--- config.mk ---
export PLATFORM = sky130hd
export DESIGN_NAME = p2_pool_ctrl
export DESIGN_NICKNAME = d
export VERILOG_FILES = /design/src/rtl/p2_pkg.sv /design/src/rtl/p2_max_acc.sv /design/src/rtl/p2_pool_ctrl.sv
export SDC_FILE = /design/constraint.sdc
export NUM_CORES = 1
export LEC_CHECK = 0
export CORE_MARGIN = 2
export CORE_UTILIZATION = 49
export CTS_CLUSTER_DIAMETER = 150
export DETAILED_ROUTE_END_ITERATION = 12
export HOLD_SLACK_MARGIN = 0.15
export PLACE_DENSITY = 0.85
export SLEW_MARGIN = 20
export SYNTH_ARGS = -nofsm -noshare
export SYNTH_HDL_FRONTEND = slang
export SYNTH_SLANG_ARGS = --single-unit
--- constraint.sdc ---
create_clock -name clk -period 6.6 [get_ports clk]
set_input_delay 1.98 -clock clk [delete_from_list [all_inputs] [get_ports clk]]
set_output_delay 1.98 -clock clk [all_outputs]
set_load 0.02 [all_outputs]
--- src/rtl/p2_pkg.sv ---
`default_nettype none
// ============================================================================
//  Module      : p2_pkg
//  Description : Shared definitions for the pooling-2 sequencer.
//                - Default feature-map geometry and pixel width.
//                - Signed pixel typedef.
//                - Controller state encoding.
//                - Default address widths for both RAM ports.
//  Revision    : 1.0  initial release
// ============================================================================
package p2_pkg;

    // Default geometry: an 8x8 conv-2 map pooled down to 4x4.
    localparam int c_IN_DIM  = 8;
    localparam int c_OUT_DIM = 4;
    localparam int c_DATA_W  = 16;
    localparam int c_RD_LAT  = 1;

    // Address widths for the two RAM ports (6 and 4 bits with the defaults).
    localparam int c_IN_AW   = $clog2(c_IN_DIM * c_IN_DIM);
    localparam int c_OUT_AW  = $clog2(c_OUT_DIM * c_OUT_DIM);

    typedef logic signed [c_DATA_W-1:0] pix_t;

    typedef enum logic [2:0] {
        IDLE  = 3'd0,
        READ  = 3'd1,
        DRAIN = 3'd2,
        WRITE = 3'd3,
        DONE  = 3'd4
    } p2_state_t;

endpackage : p2_pkg
`default_nettype wire

--- src/rtl/p2_max_acc.sv ---
`default_nettype none
// ============================================================================
//  Module      : p2_max_acc
//  Description : Signed running-max accumulator for one 2x2 window.
//                A valid sample with i_load set replaces the accumulator;
//                a valid sample without i_load replaces it only when it is
//                strictly greater (ties keep the held value).
//  Ports       : clk      clock
//                rst      synchronous active-high reset, clears accumulator
//                i_valid  sample present on i_data this cycle
//                i_load   sample is the first of its window
//                i_data   signed sample
//                o_acc    current running maximum
//  Revision    : 1.0  initial release
// ============================================================================
module p2_max_acc
    import p2_pkg::*;
#(
    parameter int DATA_W = c_DATA_W
) (
    input  logic                     clk,
    input  logic                     rst,
    input  logic                     i_valid,
    input  logic                     i_load,
    input  logic signed [DATA_W-1:0] i_data,
    output logic signed [DATA_W-1:0] o_acc
);

    logic signed [DATA_W-1:0] r_acc;

    always_ff @(posedge clk) begin
        if (rst) begin
            r_acc <= '0;
        end else if (i_valid) begin
            // Both operands are declared signed, so this is a two's-complement
            // compare; no arithmetic is done, so the extremes cannot overflow.
            if (i_load || (i_data > r_acc)) begin
                r_acc <= i_data;
            end
        end
    end

    assign o_acc = r_acc;

endmodule : p2_max_acc
`default_nettype wire

--- src/rtl/p2_pool_ctrl.sv ---
`default_nettype none
// ============================================================================
//  Module      : p2_pool_ctrl
//  Description : Pooling-2 sequencer. On start it walks the conv-2 map in
//                2x2 windows (row-major window order), reads the four pixels
//                of each window, keeps their signed maximum and writes one
//                result per window to the P2 RAM at address r*OUT_DIM+c.
//                Per window: READ (4 cycles) -> DRAIN (RD_LAT cycles) ->
//                WRITE (1 cycle).
//  Config      : P2_RELU_EN  when defined, negative pooled values are written
//                            as zero; timing is the same either way.
//  Ports       : clk      clock
//                reset    synchronous active-high reset
//                start    one-cycle pulse, accepted in IDLE or DONE only
//                busy     high while a pass is running
//                done     level, high after the last write of a pass
//                rd_en    conv-2 RAM read strobe
//                rd_addr  conv-2 RAM address, row*IN_DIM+col
//                rd_data  conv-2 RAM data, valid RD_LAT cycles after rd_en
//                wr_en    P2 RAM write strobe
//                wr_addr  P2 RAM address
//                wr_data  pooled value
//  Revision    : 1.0  initial release
// ============================================================================
module p2_pool_ctrl
    import p2_pkg::*;
#(
    parameter int IN_DIM  = c_IN_DIM,
    parameter int OUT_DIM = c_OUT_DIM,
    parameter int DATA_W  = c_DATA_W,
    parameter int RD_LAT  = c_RD_LAT
) (
    input  logic                                 clk,
    input  logic                                 reset,
    input  logic                                 start,
    output logic                                 busy,
    output logic                                 done,
    output logic                                 rd_en,
    output logic [$clog2(IN_DIM*IN_DIM)-1:0]     rd_addr,
    input  logic signed [DATA_W-1:0]             rd_data,
    output logic                                 wr_en,
    output logic [$clog2(OUT_DIM*OUT_DIM)-1:0]   wr_addr,
    output logic signed [DATA_W-1:0]             wr_data
);

    localparam int IN_AW  = $clog2(IN_DIM * IN_DIM);
    localparam int OUT_AW = $clog2(OUT_DIM * OUT_DIM);
    localparam int CNT_W  = $clog2(OUT_DIM);

    localparam logic [1:0]       c_READ_LAST  = 2'd3;
    localparam logic [1:0]       c_DRAIN_LAST = 2'(RD_LAT - 1);
    localparam logic [CNT_W-1:0] c_WIN_LAST   = CNT_W'(OUT_DIM - 1);

    // ------------------------------------------------------------------
    // State and counters
    // ------------------------------------------------------------------
    p2_state_t        r_state;
    p2_state_t        w_state_nxt;
    logic [1:0]       r_phase;       // cycle index inside READ or DRAIN
    logic [1:0]       w_phase_nxt;
    logic [CNT_W-1:0] r_row;         // window row r
    logic [CNT_W-1:0] r_col;         // window column c
    logic [CNT_W-1:0] w_row_nxt;
    logic [CNT_W-1:0] w_col_nxt;

    logic             w_last_win;
    logic             w_rd_en;
    logic             w_rd_first;
    logic [IN_AW-1:0] w_base;
    logic [IN_AW-1:0] w_off;

    // Read-valid tracking: bit RD_LAT-1 lines up with the returning data.
    logic [RD_LAT-1:0]        r_vld;
    logic [RD_LAT-1:0]        r_first;
    logic                     w_smp_vld;
    logic                     w_smp_first;

    logic signed [DATA_W-1:0] w_acc;
    logic signed [DATA_W-1:0] w_result;

    always_ff @(posedge clk) begin
        if (reset) begin
            r_state <= IDLE;
            r_phase <= 2'd0;
            r_row   <= '0;
            r_col   <= '0;
        end else begin
            r_state <= w_state_nxt;
            r_phase <= w_phase_nxt;
            r_row   <= w_row_nxt;
            r_col   <= w_col_nxt;
        end
    end

    assign w_last_win = (r_row == c_WIN_LAST) && (r_col == c_WIN_LAST);

    always_comb begin
        w_state_nxt = r_state;
        w_phase_nxt = r_phase;
        w_row_nxt   = r_row;
        w_col_nxt   = r_col;

        case (r_state)
            IDLE, DONE: begin
                if (start) begin
                    w_state_nxt = READ;
                    w_phase_nxt = 2'd0;
                    w_row_nxt   = '0;
                    w_col_nxt   = '0;
                end
            end

            READ: begin
                if (r_phase == c_READ_LAST) begin
                    w_state_nxt = DRAIN;
                    w_phase_nxt = 2'd0;
                end else begin
                    w_phase_nxt = r_phase + 2'd1;
                end
            end

            DRAIN: begin
                if (r_phase == c_DRAIN_LAST) begin
                    w_state_nxt = WRITE;
                    w_phase_nxt = 2'd0;
                end else begin
                    w_phase_nxt = r_phase + 2'd1;
                end
            end

            WRITE: begin
                if (w_last_win) begin
                    // Counters return to zero so a later pass starts clean.
                    w_state_nxt = DONE;
                    w_row_nxt   = '0;
                    w_col_nxt   = '0;
                end else begin
                    w_state_nxt = READ;
                    if (r_col == c_WIN_LAST) begin
                        w_col_nxt = '0;
                        w_row_nxt = r_row + 1'b1;
                    end else begin
                        w_col_nxt = r_col + 1'b1;
                    end
                end
            end

            default: begin
                w_state_nxt = IDLE;
            end
        endcase
    end

    // ------------------------------------------------------------------
    // Read address generation: base = (2r)*IN_DIM + 2c, then the four
    // offsets top-left, top-right, bottom-left, bottom-right.
    // ------------------------------------------------------------------
    assign w_rd_en    = (r_state == READ);
    assign w_rd_first = w_rd_en && (r_phase == 2'd0);
    assign w_base     = IN_AW'(2 * IN_DIM * int'(r_row) + 2 * int'(r_col));

    always_comb begin
        w_off = '0;
        case (r_phase)
            2'd0:    w_off = '0;
            2'd1:    w_off = IN_AW'(1);
            2'd2:    w_off = IN_AW'(IN_DIM);
            default: w_off = IN_AW'(IN_DIM + 1);
        endcase
    end

    // ------------------------------------------------------------------
    // Read-valid pipeline. Reset clears it, so data from reads issued
    // before a reset never reaches the accumulator.
    // ------------------------------------------------------------------
    generate
        if (RD_LAT == 1) begin : g_vld_lat1
            always_ff @(posedge clk) begin
                if (reset) begin
                    r_vld   <= '0;
                    r_first <= '0;
                end else begin
                    r_vld   <= w_rd_en;
                    r_first <= w_rd_first;
                end
            end
        end else begin : g_vld_latn
            always_ff @(posedge clk) begin
                if (reset) begin
                    r_vld   <= '0;
                    r_first <= '0;
                end else begin
                    r_vld   <= {r_vld[RD_LAT-2:0], w_rd_en};
                    r_first <= {r_first[RD_LAT-2:0], w_rd_first};
                end
            end
        end
    endgenerate

    assign w_smp_vld   = r_vld[RD_LAT-1];
    assign w_smp_first = r_first[RD_LAT-1];

    p2_max_acc #(
        .DATA_W (DATA_W)
    ) u_max_acc (
        .clk     (clk),
        .rst     (reset),
        .i_valid (w_smp_vld),
        .i_load  (w_smp_first),
        .i_data  (rd_data),
        .o_acc   (w_acc)
    );

`ifdef P2_RELU_EN
    assign w_result = w_acc[DATA_W-1] ? '0 : w_acc;
`else
    assign w_result = w_acc;
`endif

    // ------------------------------------------------------------------
    // Outputs. Address and data buses are held at zero outside their
    // strobes so idle and reset values are all zero.
    // ------------------------------------------------------------------
    assign busy    = (r_state == READ) || (r_state == DRAIN) || (r_state == WRITE);
    assign done    = (r_state == DONE);
    assign rd_en   = w_rd_en;
    assign rd_addr = w_rd_en ? (w_base + w_off) : '0;
    assign wr_en   = (r_state == WRITE);
    assign wr_addr = wr_en ? OUT_AW'(int'(r_row) * OUT_DIM + int'(r_col)) : '0;
    assign wr_data = wr_en ? w_result : '0;

endmodule : p2_pool_ctrl
`default_nettype wire
[Word-level counts from Yosys, hierarchy flattened]
Index checks and enable logic that the tools add are counted.
Word-level totals
  input port bits: 19
  output and inout port bits: 30
  flip-flop bits (word level): 27
Cells by class
  magnitude comparators: 1
  reductions and logical operators: 15
  equality and inequality tests: 13
  muxes and demuxes: 19
  $add $sub $neg: 6
Operator list (count)
  16-bit > comparator: 1
  16-bit two-way mux: 1
  2-bit two-way mux: 7
  3-bit two-way mux: 4
  3-bit one-hot mux with 4 select lines: 1
  4-bit one-hot mux with 3 select lines: 1
  2-bit == test (second input constant): 4
  2-bit one-hot mux with 2 select lines: 2
  2-bit by 1-bit adder with 2-bit output (second input constant): 3
  6-bit by 3-bit adder with 6-bit output: 1
  6-bit adder: 1
  3-bit by 2-bit == test with 1-bit output (second input constant): 2
  6-bit two-way mux: 1
  2-bit one-hot mux with 3 select lines: 1
  2-bit AND reduction: 3
  3-bit AND reduction: 2
  4-bit by 2-bit adder with 4-bit output: 1
  4-bit two-way mux: 1
  2-bit inequality test (second input constant): 2
  3-bit by 1-bit == test with 1-bit output (second input constant): 1
  3-bit == test (second input constant): 1
  3-bit logical NOT: 1
  1-bit logical OR: 3
  3-bit by 1-bit inequality test with 1-bit output (second input constant): 1
  other kinds (7): 8

[Logic depth before layout (Yosys ltp)]
  depth in word-level cells: 4
  depth in mapped cells: 10
  mapped depth without buffers: 8

[Hierarchy]
Synthesis repeated with hierarchy kept, for this count alone.
Unflattened totals
  cells, all modules: 231
  area, all modules: 1991.9 um2
By module, submodules not included
  p2_max_acc: seq. area each 320.3 um2, area each 1172.4 um2, cells an instance 130, instances 1
  p2_pool_ctrl: seq. area each 220.2 um2, area each 819.5 um2, cells an instance 101, instances 1

[Worst setup path before layout]
Ideal clock, no wire load.
  path type: input -> register
  from: input port rd_data[9]
  to: register u_max_acc.r_acc[12], in the netlist u_max_acc.o_acc[12]
  path slack: 2.643 ns
  data arrival time: 3.887 ns
  cell stages on the path: 9
  buffers on the path: 2
  data required time: 6.529 ns
  cells stage by stage: ha_1 > a21o_1 > a221o_1 > a211oi_1 > nor3b_2 > buf_6 > buf_2 > o31ai_1 > a21oi_1
On the way
  cells in the longest elaborated chain, start to end: 3
RTL lines
  from (decl): RTL line p2_pool_ctrl.sv:40  | input logic signed [DATA_W-1:0] rd_data,
  16-bit > comparator: RTL line p2_max_acc.sv:37  | if (i_load || (i_data > r_acc)) begin
  1-bit logical OR: RTL line p2_max_acc.sv:37
  2-bit AND reduction (no source line)
  to (signal assigned): RTL line p2_max_acc.sv:38  | r_acc <= i_data;
  to (decl): RTL line p2_max_acc.sv:29  | logic signed [DATA_W-1:0] r_acc;
Every way passes these cells.
A chain may end at the register's enable or synchronous reset.

[Final worst setup path]
  from: register r_state[0]
  to: output port wr_en
On the way
  cells in the longest elaborated chain, start to end: 1
RTL lines
  from (decl): RTL line p2_pool_ctrl.sv:57  | p2_state_t r_state;
  from (signal assigned): RTL line p2_pool_ctrl.sv:88  | r_state <= w_state_nxt;
  3-bit by 2-bit == test with 1-bit output: RTL line p2_pool_ctrl.sv:228  | assign wr_en = (r_state == WRITE);
  to (decl): RTL line p2_pool_ctrl.sv:41  | output logic wr_en,
Every way passes these cells.

==> impl_metrics.json <==
{
  "max-vdd-ir-drop_mv": 0.1274,
  "cpMaxStageDelayCell": "clkdlybuf4s50_1",
  "crit_required_ns": 4.62,
  "ys_warn_count": 0,
  "clock-root-buffer": "clkbuf_8",
  "htree_levels": 1,
  "ys_seq_area_share_pct": 28.20,
  "drt_iter0_drc": 143,
  "route.detailed.drc": 0,
  "rsz0062_at_grt": "false",
  "path_clk_slew_ns": 0.09,
  "antenna_found_initial": 0,
  "dr.pass1.iters": 5,
  "synth.avg_cell_area_sq_um": 8.088,
  "hold_class": "reg -> reg",
  "grt_max_degree": 28,
  "status": "completed",
  "worstMarginPinSlew_ns": 0.9946,
  "track_usage_pct": 21.30,
  "path_delay_family": "buffers and inverters",
  "yosysTopAreaCell": "dfxtp_1",
  "ys_types": 39,
  "wire_per_inst_um": 13.77,
  "cp.buffers_inverters": 2,
  "fp.dieH_um": 66.55,
  "clock-sinks": 27,
  "vias": 1875,
  "drv_cap": 0,
  "hold_slack_ns": 0.5110,
  "yosys-top-cells-area": "dfxtp_1 28%, ha_1 15%, a21oi_1 6.5%",
  "dp_hpwl_mm": 3.259,
  "relSlewSlack_pct": 33.48,
  "finalHoldViolCount": 0,
  "drv_slew": 0,
  "arrival_ns": 2.79,
  "io_pins": 49,
  "clock_skew_ns": 0.003954,
  "dp_slack_ns": 1.565,
  "max_freq_mhz": 209.5,
  "avgViaCountPerCell": 5.787,
  "grt_first_pass_wirelength_mm": 7.438,
  "clockBufferDepth": 2,
  "fillers": 313,
  "cp_max_fo": 18,
  "r2r_slack_ns": 3.64,
  "cp-end-kind": "output pin",
  "globalplace.congestion": 0.8023,
  "clkLatencyLatePin_ns": 0.27,
  "syn_nets": 279,
  "core-area_sq_um": 3716,
  "min_period_ns": 4.773,
  "path_cells": "nor2b_1, nand2_1, inv_1, clkdlybuf4s50_1",
  "cts_tree": "yes",
  "yosys-top-cells-count": "30 x nor2_1, 27 x dfxtp_1, 25 x a21oi_1",
  "ant_nets": 0,
  "yosysMostFrequentCell": "nor2_1",
  "stdcell_area_sq_um": 2457,
  "slowest_delay_ns": 0.66,
  "period_share_pct": 72.32,
  "grt_overflow": 0,
  "ctsResizeCount": 0,
  "postPlaceCellArea_sq_um": 2412,
  "setup-violations-final": 0,
  "final_nets": 319,
  "netlist_instances": 237,
  "initial_utilization_pct": 51.58,
  "n_antenna_cell": 0,
  "final_layout_size_suffix_gt1_share_pct": 4.710,
  "fp.dieW_um": 66.55,
  "ys_ff_latch": 27,
  "setup_tns_ns": 0,
  "powerDensity_nw_per_um2": 151.7,
  "synthFlopType": "dfxtp_1",
  "post-cts-setup-buffers": 0,
  "crit_type": "reg -> out",
  "mappedNetlistArea_sq_um": 1917,
  "synth-edff-count": 0,
  "cts_made_buffers": 3,
  "portBuffers": 48,
  "rows": 22,
  "holdBufCountCts": 0,
  "yosysTopAreaCellShare_pct": 28.20,
  "cp-start-kind": "register",
  "setup_slack_ns": 1.827,
  "post-route-util_pct": 66.13,
  "die_area_sq_um": 4428,
  "synthArstFlopShare_pct": 0,
  "grt_pass1_vias": 1712,
  "area_delta_synth_final_pct": 28.20,
  "finalWirelength_mm": 4.463,
  "leakagePower_nw": 0.9254
}
==> worst register-to-register path, cell delays in order, from the launching register on <==
cell	delay (ns)
dfxtp_1	0.32
inv_1	0.06
ha_1	0.32
a21o_1	0.20
a221o_1	0.32
a211oi_1	0.34
nor3b_2	0.72
buf_4	0.33
o31ai_1	0.11
a21oi_1	0.16
==> cells by family (layout without fill, tap and decap cells) <==
| family | count (synthesis) | after routing | synth area share, % |
|---|---|---|---|
| simple gates | 84 | 84 | 24.48 |
| compound gates | 64 | 64 | 23.24 |
| buf+inv | 38 | 77 | 8.551 |
| flops | 27 | 27 | 28.20 |
| fa+ha+maj | 23 | 23 | 15.01 |
| mux | 1 | 1 | 0.5222 |
==> registers in the layout (all words and copies together), names as in the netlist <==
| register | cells |
|---|---|
| r_col | 2 |
| r_first | 1 |
| r_phase | 2 |
| r_row | 2 |
| r_state | 3 |
| r_vld | 1 |
| u_max_acc.o_acc | 16 |
==> placed cells by master (no fill, tap or decap), types with 2 or more instances in the layout <==
| cell | n |
|---|---|
| a21o_1 | 2 |
| nand2b_1 | 4 |
| o21a_1 | 3 |
| o21ai_0 | 2 |
| nand3b_1 | 2 |
| inv_1 | 21 |
| a21oi_1 | 25 |
| and3_1 | 5 |
| nor2_1 | 30 |
| nand2_1 | 8 |
| buf_4 | 4 |
| o31ai_1 | 15 |
| ha_1 | 23 |
| clkdlybuf4s50_1 | 48 |
| nand3_1 | 2 |
| clkbuf_8 | 3 |
| nor3_1 | 5 |
| a211oi_1 | 3 |
| or4_1 | 15 |
| nor2b_1 | 2 |
| and2_1 | 7 |
| dfxtp_1 | 27 |
| a32oi_1 | 3 |
==> layer usage <==
layer	wire, um	GRT usage, %
met4	36	6.122
met3	199	4.392
met1	1984	24.33
met5	0	0
met2	2243	39.50
==> final cells by class <==
type	instances	area, sq um	area share, %
Sequential cell	27	540.5	22.00
Tap cell	48	60.06	2.444
Multi-Input combinational cell	172	1222	49.75
Clock buffer	4	45.04	1.833
Timing Repair Buffer	52	510.5	20.77
Inverter	21	78.83	3.208
==> power breakdown <==
group	switching [mW]	internal, mW	total (mW)	leakage (nW)
Sequential	0.00730	0.172	0.179	0.219
Combinational	0.0528	0.0454	0.0982	0.684
Clock	0.0525	0.0433	0.0958	0.0228
Total	0.113	0.260	0.373	0.925
==> worst paths after layout <==
| kind | from | endpoint | cells past startpoint |
|---|---|---|---|
| min | u_max_acc.o_acc[0] | u_max_acc.o_acc[0] | 2 |
| max | r_state[0] | wr_en | 4 |
| max reg2reg | u_max_acc.o_acc[9] | u_max_acc.o_acc[5] | 9 |
| min reg2reg | u_max_acc.o_acc[0] | u_max_acc.o_acc[0] | 2 |
==> stage by stage <==
step,power [mW],instances
floorplan,0.2470,237
global placement,0.2762,320
detailed placement,0.2796,320
CTS,0.3749,324
global route,0.3947,324
finish,0.3729,324
Power figures use the tool's default switching activity.
